--- config.mk ---
export PLATFORM = sky130hd
export DESIGN_NAME = time_setter_flat
export DESIGN_NICKNAME = d
export VERILOG_FILES = /design/src/rtl/time_setter_pkg.sv /design/src/rtl/time_setter_if.sv /design/src/rtl/time_setter_btn_debounce.sv /design/src/rtl/time_setter.sv /design/src/flat_wrapper.sv
export SDC_FILE = /design/constraint.sdc
export NUM_CORES = 1
export LEC_CHECK = 0
export ABC_AREA = 1
export CORE_MARGIN = 3
export CORE_UTILIZATION = 40
export CTS_CLUSTER_SIZE = 10
export DETAILED_ROUTE_END_ITERATION = 10
export PLACE_DENSITY = 0.61
export SYNTH_ARGS = -nofsm -noshare
export SYNTH_HDL_FRONTEND = slang
export SYNTH_SLANG_ARGS = --single-unit
export TNS_END_PERCENT = 5
--- constraint.sdc ---
create_clock -name clk -period 2.9 [get_ports clk]
set_input_delay 0.29 -clock clk [delete_from_list [all_inputs] [get_ports clk]]
set_output_delay 0.29 -clock clk [all_outputs]
set_load 0.03 [all_outputs]
--- src/rtl/time_setter_pkg.sv ---
// rtl/time_setter_pkg.sv - shared state encoding, field limits and blink bit masks for time_setter
package time_set_pkg;

  typedef enum logic [1:0] {
    IDLE     = 2'd0,
    SET_HOUR = 2'd1,
    SET_MIN  = 2'd2,
    SET_SEC  = 2'd3
  } state_t;

  localparam logic [5:0] HOUR_MAX   = 6'd23;
  localparam logic [5:0] MINSEC_MAX = 6'd59;

  localparam logic [5:0] BLINK_SEC  = 6'b000011;
  localparam logic [5:0] BLINK_MIN  = 6'b001100;
  localparam logic [5:0] BLINK_HOUR = 6'b110000;

  // Wrapping +/-1 step; an out-of-range start value snaps to 0.
  function automatic logic [5:0] step_field(input logic [5:0] value,
                                            input logic [5:0] max_val,
                                            input logic       up);
    logic [5:0] result;
    if (value > max_val)
      result = 6'd0;
    else if (up)
      result = (value == max_val) ? 6'd0 : value + 6'd1;
    else
      result = (value == 6'd0) ? max_val : value - 6'd1;
    return result;
  endfunction

endpackage

--- src/rtl/time_setter_if.sv ---
// rtl/time_setter_if.sv - front-panel buttons, running time and edited-time display bus
interface time_setter_if;
  logic       enable;
  logic       btn_mode;
  logic       btn_up;
  logic       btn_down;
  logic [5:0] cur_hours;
  logic [5:0] cur_minutes;
  logic [5:0] cur_seconds;
  logic [5:0] modified_hours;
  logic [5:0] modified_minutes;
  logic [5:0] modified_seconds;
  logic [5:0] blink_mask;
  logic       set_active;
  logic       commit;

  modport master (
    output enable, btn_mode, btn_up, btn_down, cur_hours, cur_minutes, cur_seconds,
    input  modified_hours, modified_minutes, modified_seconds, blink_mask, set_active, commit
  );

  modport slave (
    input  enable, btn_mode, btn_up, btn_down, cur_hours, cur_minutes, cur_seconds,
    output modified_hours, modified_minutes, modified_seconds, blink_mask, set_active, commit
  );
endinterface

--- src/rtl/time_setter_btn_debounce.sv ---
// rtl/time_setter_btn_debounce.sv - 2-flop synchronizer, stable-count debouncer and rise pulse
module btn_debounce #(
  parameter int DEBOUNCE_CYCLES = 2_000_000
) (
  input  logic clk,
  input  logic rst,
  input  logic btn,
  output logic level,
  output logic press
);
  localparam int CW = $clog2(DEBOUNCE_CYCLES + 1);

  logic [1:0]    sync;
  logic [CW-1:0] cnt;

  always_ff @(posedge clk or negedge rst) begin
    if (!rst) begin
      sync  <= 2'b00;
      level <= 1'b0;
      press <= 1'b0;
      cnt   <= '0;
    end else begin
      sync  <= {sync[0], btn};
      press <= 1'b0;
      if (sync[1] == level) begin
        cnt <= '0;
      end else if (cnt == CW'(DEBOUNCE_CYCLES - 1)) begin
        cnt   <= '0;
        level <= sync[1];
        press <= sync[1];
      end else begin
        cnt <= cnt + CW'(1);
      end
    end
  end
endmodule

--- src/rtl/time_setter.sv ---
// rtl/time_setter.sv - debounced hh:mm:ss edit FSM with blink mask and commit strobe
// Optional hold-to-repeat on up/down: TIME_SETTER_AUTO_REPEAT_EN.
module time_setter
  import time_set_pkg::*;
#(
  parameter int DEBOUNCE_CYCLES     = 2_000_000,
  parameter int BLINK_CYCLES        = 25_000_000,
  parameter int REPEAT_DELAY_CYCLES = 50_000_000,
  parameter int REPEAT_RATE_CYCLES  = 10_000_000
) (
  input  logic          clk,
  input  logic          rst,
  time_setter_if.slave  ts
);
  localparam int BW = $clog2(BLINK_CYCLES + 1);

  logic lvl_mode, lvl_up, lvl_down;
  logic prs_mode, prs_up, prs_down;
  logic rep_up, rep_down;
  logic unused_repeat;

  btn_debounce #(.DEBOUNCE_CYCLES(DEBOUNCE_CYCLES)) u_db_mode (
    .clk(clk), .rst(rst), .btn(ts.btn_mode), .level(lvl_mode), .press(prs_mode));
  btn_debounce #(.DEBOUNCE_CYCLES(DEBOUNCE_CYCLES)) u_db_up (
    .clk(clk), .rst(rst), .btn(ts.btn_up), .level(lvl_up), .press(prs_up));
  btn_debounce #(.DEBOUNCE_CYCLES(DEBOUNCE_CYCLES)) u_db_down (
    .clk(clk), .rst(rst), .btn(ts.btn_down), .level(lvl_down), .press(prs_down));

  state_t        state, state_next;
  logic [5:0]    hours_next, minutes_next, seconds_next;
  logic          commit_next, phase_clear;
  logic          ev_mode, ev_up, ev_down, step_up, step_down;
  logic          phase;
  logic [BW-1:0] blink_cnt;

`ifdef TIME_SETTER_AUTO_REPEAT_EN
  localparam int RMAX = (REPEAT_DELAY_CYCLES > REPEAT_RATE_CYCLES) ? REPEAT_DELAY_CYCLES
                                                                   : REPEAT_RATE_CYCLES;
  localparam int RW   = $clog2(RMAX + 1);

  logic [RW-1:0] rep_cnt;
  logic          repeating, rep_held, rep_fire;

  // Only a lone held button repeats; holding both counts as no input.
  assign rep_held = (lvl_up ^ lvl_down) && (state != IDLE) && ts.enable;
  assign rep_fire = rep_held && (repeating ? (rep_cnt == RW'(REPEAT_RATE_CYCLES - 1))
                                           : (rep_cnt == RW'(REPEAT_DELAY_CYCLES - 1)));
  assign rep_up   = rep_fire & lvl_up;
  assign rep_down = rep_fire & lvl_down;
  assign unused_repeat = lvl_mode;

  always_ff @(posedge clk or negedge rst) begin
    if (!rst) begin
      rep_cnt   <= '0;
      repeating <= 1'b0;
    end else if (!rep_held) begin
      rep_cnt   <= '0;
      repeating <= 1'b0;
    end else if (rep_fire) begin
      rep_cnt   <= '0;
      repeating <= 1'b1;
    end else begin
      rep_cnt <= rep_cnt + RW'(1);
    end
  end
`else
  assign rep_up   = 1'b0;
  assign rep_down = 1'b0;
  assign unused_repeat = ^{lvl_mode, lvl_up, lvl_down,
                           32'(REPEAT_DELAY_CYCLES), 32'(REPEAT_RATE_CYCLES)};
`endif

  assign ev_mode   = prs_mode & ts.enable;
  assign ev_up     = (prs_up | rep_up) & ts.enable;
  assign ev_down   = (prs_down | rep_down) & ts.enable;
  assign step_up   = ev_up & ~ev_down & ~ev_mode;
  assign step_down = ev_down & ~ev_up & ~ev_mode;

  always_comb begin
    state_next   = state;
    hours_next   = ts.modified_hours;
    minutes_next = ts.modified_minutes;
    seconds_next = ts.modified_seconds;
    commit_next  = 1'b0;
    phase_clear  = 1'b0;
    case (state)
      IDLE: begin
        hours_next   = ts.cur_hours;
        minutes_next = ts.cur_minutes;
        seconds_next = ts.cur_seconds;
        if (ev_mode) begin
          state_next  = SET_HOUR;
          phase_clear = 1'b1;
        end
      end
      SET_HOUR: begin
        if (ev_mode) begin
          state_next  = SET_MIN;
          phase_clear = 1'b1;
        end else if (step_up || step_down) begin
          hours_next  = step_field(ts.modified_hours, HOUR_MAX, step_up);
          phase_clear = 1'b1;
        end
      end
      SET_MIN: begin
        if (ev_mode) begin
          state_next  = SET_SEC;
          phase_clear = 1'b1;
        end else if (step_up || step_down) begin
          minutes_next = step_field(ts.modified_minutes, MINSEC_MAX, step_up);
          phase_clear  = 1'b1;
        end
      end
      SET_SEC: begin
        if (ev_mode) begin
          state_next  = IDLE;
          commit_next = 1'b1;
        end else if (step_up || step_down) begin
          seconds_next = step_field(ts.modified_seconds, MINSEC_MAX, step_up);
          phase_clear  = 1'b1;
        end
      end
      default: state_next = IDLE;
    endcase
    // Abort: drop back to live tracking without committing.
    if (!ts.enable) begin
      state_next   = IDLE;
      commit_next  = 1'b0;
      hours_next   = ts.cur_hours;
      minutes_next = ts.cur_minutes;
      seconds_next = ts.cur_seconds;
    end
  end

  always_ff @(posedge clk or negedge rst) begin
    if (!rst) begin
      state               <= IDLE;
      ts.modified_hours   <= '0;
      ts.modified_minutes <= '0;
      ts.modified_seconds <= '0;
      ts.commit           <= 1'b0;
    end else begin
      state               <= state_next;
      ts.modified_hours   <= hours_next;
      ts.modified_minutes <= minutes_next;
      ts.modified_seconds <= seconds_next;
      ts.commit           <= commit_next;
    end
  end

  always_ff @(posedge clk or negedge rst) begin
    if (!rst) begin
      phase     <= 1'b0;
      blink_cnt <= '0;
    end else if (phase_clear || state_next == IDLE) begin
      phase     <= 1'b0;
      blink_cnt <= '0;
    end else if (blink_cnt == BW'(BLINK_CYCLES - 1)) begin
      phase     <= ~phase;
      blink_cnt <= '0;
    end else begin
      blink_cnt <= blink_cnt + BW'(1);
    end
  end

  always_comb begin
    ts.blink_mask = 6'b000000;
    if (phase) begin
      case (state)
        SET_HOUR: ts.blink_mask = BLINK_HOUR;
        SET_MIN:  ts.blink_mask = BLINK_MIN;
        SET_SEC:  ts.blink_mask = BLINK_SEC;
        default:  ts.blink_mask = 6'b000000;
      endcase
    end
  end

  assign ts.set_active = (state != IDLE);
endmodule
--- src/flat_wrapper.sv ---
// flat-port wrapper written by rule: the top's interface ports become plain ports
module time_setter_flat import time_set_pkg::*;
#(
  parameter int DEBOUNCE_CYCLES     = 2_000_000,
  parameter int BLINK_CYCLES        = 25_000_000,
  parameter int REPEAT_DELAY_CYCLES = 50_000_000,
  parameter int REPEAT_RATE_CYCLES  = 10_000_000
)
  (clk, rst, ts_enable, ts_btn_mode, ts_btn_up, ts_btn_down, ts_cur_hours, ts_cur_minutes, ts_cur_seconds, ts_modified_hours, ts_modified_minutes, ts_modified_seconds, ts_blink_mask, ts_set_active, ts_commit);
  time_setter_if ts_i ();
  input  logic clk;
  input  logic rst;
  input wire logic [$bits(ts_i.enable)-1:0] ts_enable;
  input wire logic [$bits(ts_i.btn_mode)-1:0] ts_btn_mode;
  input wire logic [$bits(ts_i.btn_up)-1:0] ts_btn_up;
  input wire logic [$bits(ts_i.btn_down)-1:0] ts_btn_down;
  input wire logic [$bits(ts_i.cur_hours)-1:0] ts_cur_hours;
  input wire logic [$bits(ts_i.cur_minutes)-1:0] ts_cur_minutes;
  input wire logic [$bits(ts_i.cur_seconds)-1:0] ts_cur_seconds;
  output wire logic [$bits(ts_i.modified_hours)-1:0] ts_modified_hours;
  output wire logic [$bits(ts_i.modified_minutes)-1:0] ts_modified_minutes;
  output wire logic [$bits(ts_i.modified_seconds)-1:0] ts_modified_seconds;
  output wire logic [$bits(ts_i.blink_mask)-1:0] ts_blink_mask;
  output wire logic [$bits(ts_i.set_active)-1:0] ts_set_active;
  output wire logic [$bits(ts_i.commit)-1:0] ts_commit;
  assign ts_i.enable = ts_enable;
  assign ts_i.btn_mode = ts_btn_mode;
  assign ts_i.btn_up = ts_btn_up;
  assign ts_i.btn_down = ts_btn_down;
  assign ts_i.cur_hours = ts_cur_hours;
  assign ts_i.cur_minutes = ts_cur_minutes;
  assign ts_i.cur_seconds = ts_cur_seconds;
  assign ts_modified_hours = ts_i.modified_hours;
  assign ts_modified_minutes = ts_i.modified_minutes;
  assign ts_modified_seconds = ts_i.modified_seconds;
  assign ts_blink_mask = ts_i.blink_mask;
  assign ts_set_active = ts_i.set_active;
  assign ts_commit = ts_i.commit;
  time_setter #(.DEBOUNCE_CYCLES(DEBOUNCE_CYCLES), .BLINK_CYCLES(BLINK_CYCLES), .REPEAT_DELAY_CYCLES(REPEAT_DELAY_CYCLES), .REPEAT_RATE_CYCLES(REPEAT_RATE_CYCLES)) u_core (.clk(clk), .rst(rst), .ts(ts_i));
endmodule
==> results by stage <==
Yosys:
- The netlist area before placement is between 7000 and 8000 um^2.
- By area the synthesized netlist is led by dfrtp_1 (39%), nand2_1 (12%), nor2_1 (11%).
- Counting flops and latches in the post-synthesis netlist gives roughly 120.
- The count of warnings emitted by yosys is 0.
- The share of the synthesized area in the top cell type is about two fifths.
- The largest area contributor in the netlist is dfrtp_1.
- The synthesized design contains 0 enable-type register cells.
- The sequential-to-total area share from yosys stat is between 30% and 40%.
- The synthesized netlist net count is ~1200.
- Of all flip-flops after synthesis, the portion carrying an async set or reset was 100.0%.
- The prevailing post-synth register cell is dfrtp_1.
- The synthesized instance count is ~1100.
- The per-instance average area after synthesis is roughly 7 um^2.
- The count of cell types in the netlist is 37.

Finish:
- The area growth from synthesis to final layout is 17.87%.
- The filler cell count is between 1500 and 2000.
- The final instance area is 9138 um^2.
- The final net count is 1206.
- The count of inserted antenna diode cells is 0.
- The share of the core filled with cells in the final layout is between 40% and 50%.
- The share of final-layout standard cells stronger than drive strength 1 is approximately 6.1%.

STA:
- The final worst clock skew is between 7 and 8 ps.
- The routed design could run at a clock period as short as 2386 ps.
- The portion of the clock cycle consumed by the worst path in the final layout is approximately 82%.
- Setup repair after global routing left no endpoint under its margin.
- The max-slew violation total from the final report is 0.
- The actual slew at the worst max-slew pin is 612.1 ps.
- Static timing analysis puts the maximum clock frequency at approximately 0.42 GHz.
- The total negative slack is 0 ps.
- The worst pin sits at a relative slew slack of 59.10%.
- The final number of hold-violating endpoints is 0.
- The final-report setup violation count is 0.
- Across all hold checks on the routed design, the worst slack comes to around 300 ps.

Drt:
- In the routed design, unresolved DRC markers number 0.
- Summing over every cut layer, the via total after detailed routing is between 7000 and 8000.
- The length of the first detailed-routing pass in iterations is 5.
- The via density per instance is between 4 and 5.
- The wire length per cell after detailed routing is 12.71 um.
- The count of nets left with antenna violations after detail routing is 0.
- The detailed router's first-iteration violation count is 420.
- Summed over all layers, the routed wires come to 18260 um.

Die:
- The die area is roughly 21000 um^2.
- The die is around 150 um wide.
- The initial core utilization is between 40% and 50%.
- The I/O pin total is 50.
- The height of the die is between 100 and 150 um.
- The region available for standard cell placement spans 18890 um^2.
- The number of core rows is 50.

Clock tree:
- The clock drives roughly 120 sinks.
- The longest clock path from root to sink contains 2 buffers.
- The CTS root buffer is clkbuf_16.
- The number of setup buffers added after CTS is 0.
- The number of buffers inserted during clock tree synthesis is 17.
- The H-tree depth is 4.
- TritonCTS built the clock tree.
- At the later pin of the worst-skew pair, clock insertion delay measures approximately 420 ps.
- Clock-pin slew was measured on the worst setup and hold paths at ~60 ps.

Global routing:
- The initial antenna violation count is 0.
- The global-route wire length before repair is 31330 um.
- Entering global routing, the biggest net connects 53 pins.
- Global routing finished with a remaining overflow of 0.
- The number of global-route vias before repair is between 6000 and 7000.
- The overall global routing resource usage is between 10% and 20%.

Placed design:
- The number of buffers inserted by port buffering is 49.
- The final RePlAce weighted congestion is just under 0.9.
- After legalization and detailed placement, the total HPWL measured 13470 um.
- The standard cell area after detailed placement is around 8500 um^2.

Worst setup path:
- STA puts the critical path data arrival time at ~2100 ps.
- The cell type with the highest occurrence count on the critical path is inv_1.
- The startpoint kind of the worst setup timing path is a register.
- Of all nets on the critical path, the largest fanout is 6.
- The worst setup path is captured at an output pin.
- The class of the most critical setup path is reg -> out.
- The cell family with the largest share of critical-path delay is buffers and inverters.
- Traced cell by cell, the critical path runs through inv_1, ha_1, nand2_1, inv_1, clkdlybuf4s50_1.
- On the critical path, the stage with the largest delay is an instance of clkdlybuf4s50_1.
- The depth of the critical timing path with buffers and inverters included is 5.
- On the worst path, the slowest cell contributes a delay of approximately 670 ps.
- The depth of the worst register-to-register path is 8.
- At the worst endpoint, the required time is roughly 2600 ps.
- The number of buffers and inverters on the critical path is 3.

Flow run:
- Max-cap violations in this run came to 0.

Min path:
- The worst hold path belongs to the class in -> reg.
- The number of cells on the worst hold path is 1.

Status:
- The run finished with clean final reports.

Power:
- The reported leakage power is between 4 and 5 nW.
- The power density relative to cell area is roughly 500 nW/um^2.
- VDD sags by at most 0.4112 mV.
## per-stage QoR
stage | instances | power, mW | setup slack (ps)
5_1_grt | 1436 | 4.727 | 415.5
2_1_floorplan | 1108 | 2.128 | 1272
6_report | 1436 | 4.530 | 514.2
3_5_place_dp | 1403 | 2.323 | 530.9
4_1_cts | 1436 | 4.583 | 488.5
3_3_place_gp | 1403 | 2.323 | 607.4
## cells in the mapped netlist, drive strengths merged (2+ instances only)
cell type and number:
nand2 251, nor2 234, nand3b 7, nor3b 5
buf 15, nor3 41, dfrtp 122, xnor2 6
nand3 108, or2 2, xor2 33, inv 144
a31oi 5, o21ai 31, a21oi 40, ha 19
o21bai 3, nand4 37
## placed cells by master, fill, tap and decap left out, types with 4 or more instances in the layout
cell type,instances
nor2_1,226
dfrtp_1,122
ha_1,19
xor2_1,33
nand4_1,37
nand2_2,9
clkdlybuf4s50_1,48
nand3b_1,7
nor2_2,5
nand2_1,241
clkbuf_16,17
o21ai_0,26
nor3_1,36
a31oi_1,5
nand3_2,4
nand3_1,103
clkinv_2,4
a21oi_1,39
xnor2_1,6
nor3b_1,5
bufinv_16,4
inv_2,4
inv_1,140
## state kept, by name (all words and copies together), names as in the netlist
register,count
u_core.blink_cnt,25
u_core.u_db_down.cnt,21
u_core.u_db_mode.cnt,21
u_core.u_db_up.cnt,21
u_core.ts.modified_hours,6
u_core.ts.modified_minutes,6
u_core.ts.modified_seconds,6
u_core.state,2
u_core.u_db_down.sync,2
u_core.u_db_mode.sync,2
u_core.u_db_up.sync,2
u_core.phase,1
u_core.ts.commit,1
u_core.u_db_down.level,1
u_core.u_db_down.press,1
u_core.u_db_mode.level,1
u_core.u_db_mode.press,1
u_core.u_db_up.level,1
u_core.u_db_up.press,1
## worst register-to-register path, stage by stage, from the launching register on
cell and delay [ps]:
dfrtp_1 500, ha_1 240, nand2_1 80, nor2_1 230, nand4_1 190, nor2_1 320
nand2_1 120, nor3_1 160, nor2_1 60
## final timing paths
check | end | start | slack, ps
max | ts_blink_mask[4] | u_core.state[1] | 510
min reg2reg | u_core.u_db_mode.sync[1] | u_core.u_db_mode.sync[0] | 350
max in group asynchronous | u_core.blink_cnt[6] | rst | 1790
min in group asynchronous | u_core.ts.modified_seconds[0] | rst | 360
max reg2reg | u_core.u_db_mode.cnt[16] | u_core.u_db_mode.cnt[0] | 890
min | u_core.u_db_up.sync[0] | ts_btn_up | 310
## cells by family after synthesis
logic type	Yosys count	share of synthesized area, %
buffers and inverters	161	8.279
DFF	122	39.38
xor gates and xnor gates	39	4.406
adders and majority gates	19	3.067
AOI/OAI and AO/OA	81	5.633
and+or+nand+nor	686	39.23
## timing repair
action	in CTS	in global routing
endpoints found under the hold margin	41	0
hold buffers	1	0
gates resized for setup	0	0
## metal layers
metal,share of wire [%],vias to the layer above,global-route usage (%),wire length [um]
met5,0,-,0,0
met4,2.0,0,6.410,367
li1,-,3653,-,-
met3,3.2,30,3.154,590
met2,44,140,27.46,8113
met1,50,3273,24.57,9185
## power breakdown
part / internal [mW] / switching [mW]
clock network: 1.48 / 0.762
logic: 0.176 / 0.284
registers: 1.75 / 0.0865
## cell type report
| class | count | area, um^2 | share of cell area, % |
|---|---|---|---|
| clock inverter | 12 | 171.4 | 1.876 |
| multi-input combinational | 825 | 4058 | 44.41 |
| inverter | 145 | 544.3 | 5.956 |
| clock buffer | 20 | 456.7 | 4.998 |
| tap | 260 | 325.3 | 3.560 |
| sequential | 122 | 3053 | 33.41 |
| timing repair buffer | 52 | 529.3 | 5.792 |
Power figures use the tool's default switching activity.
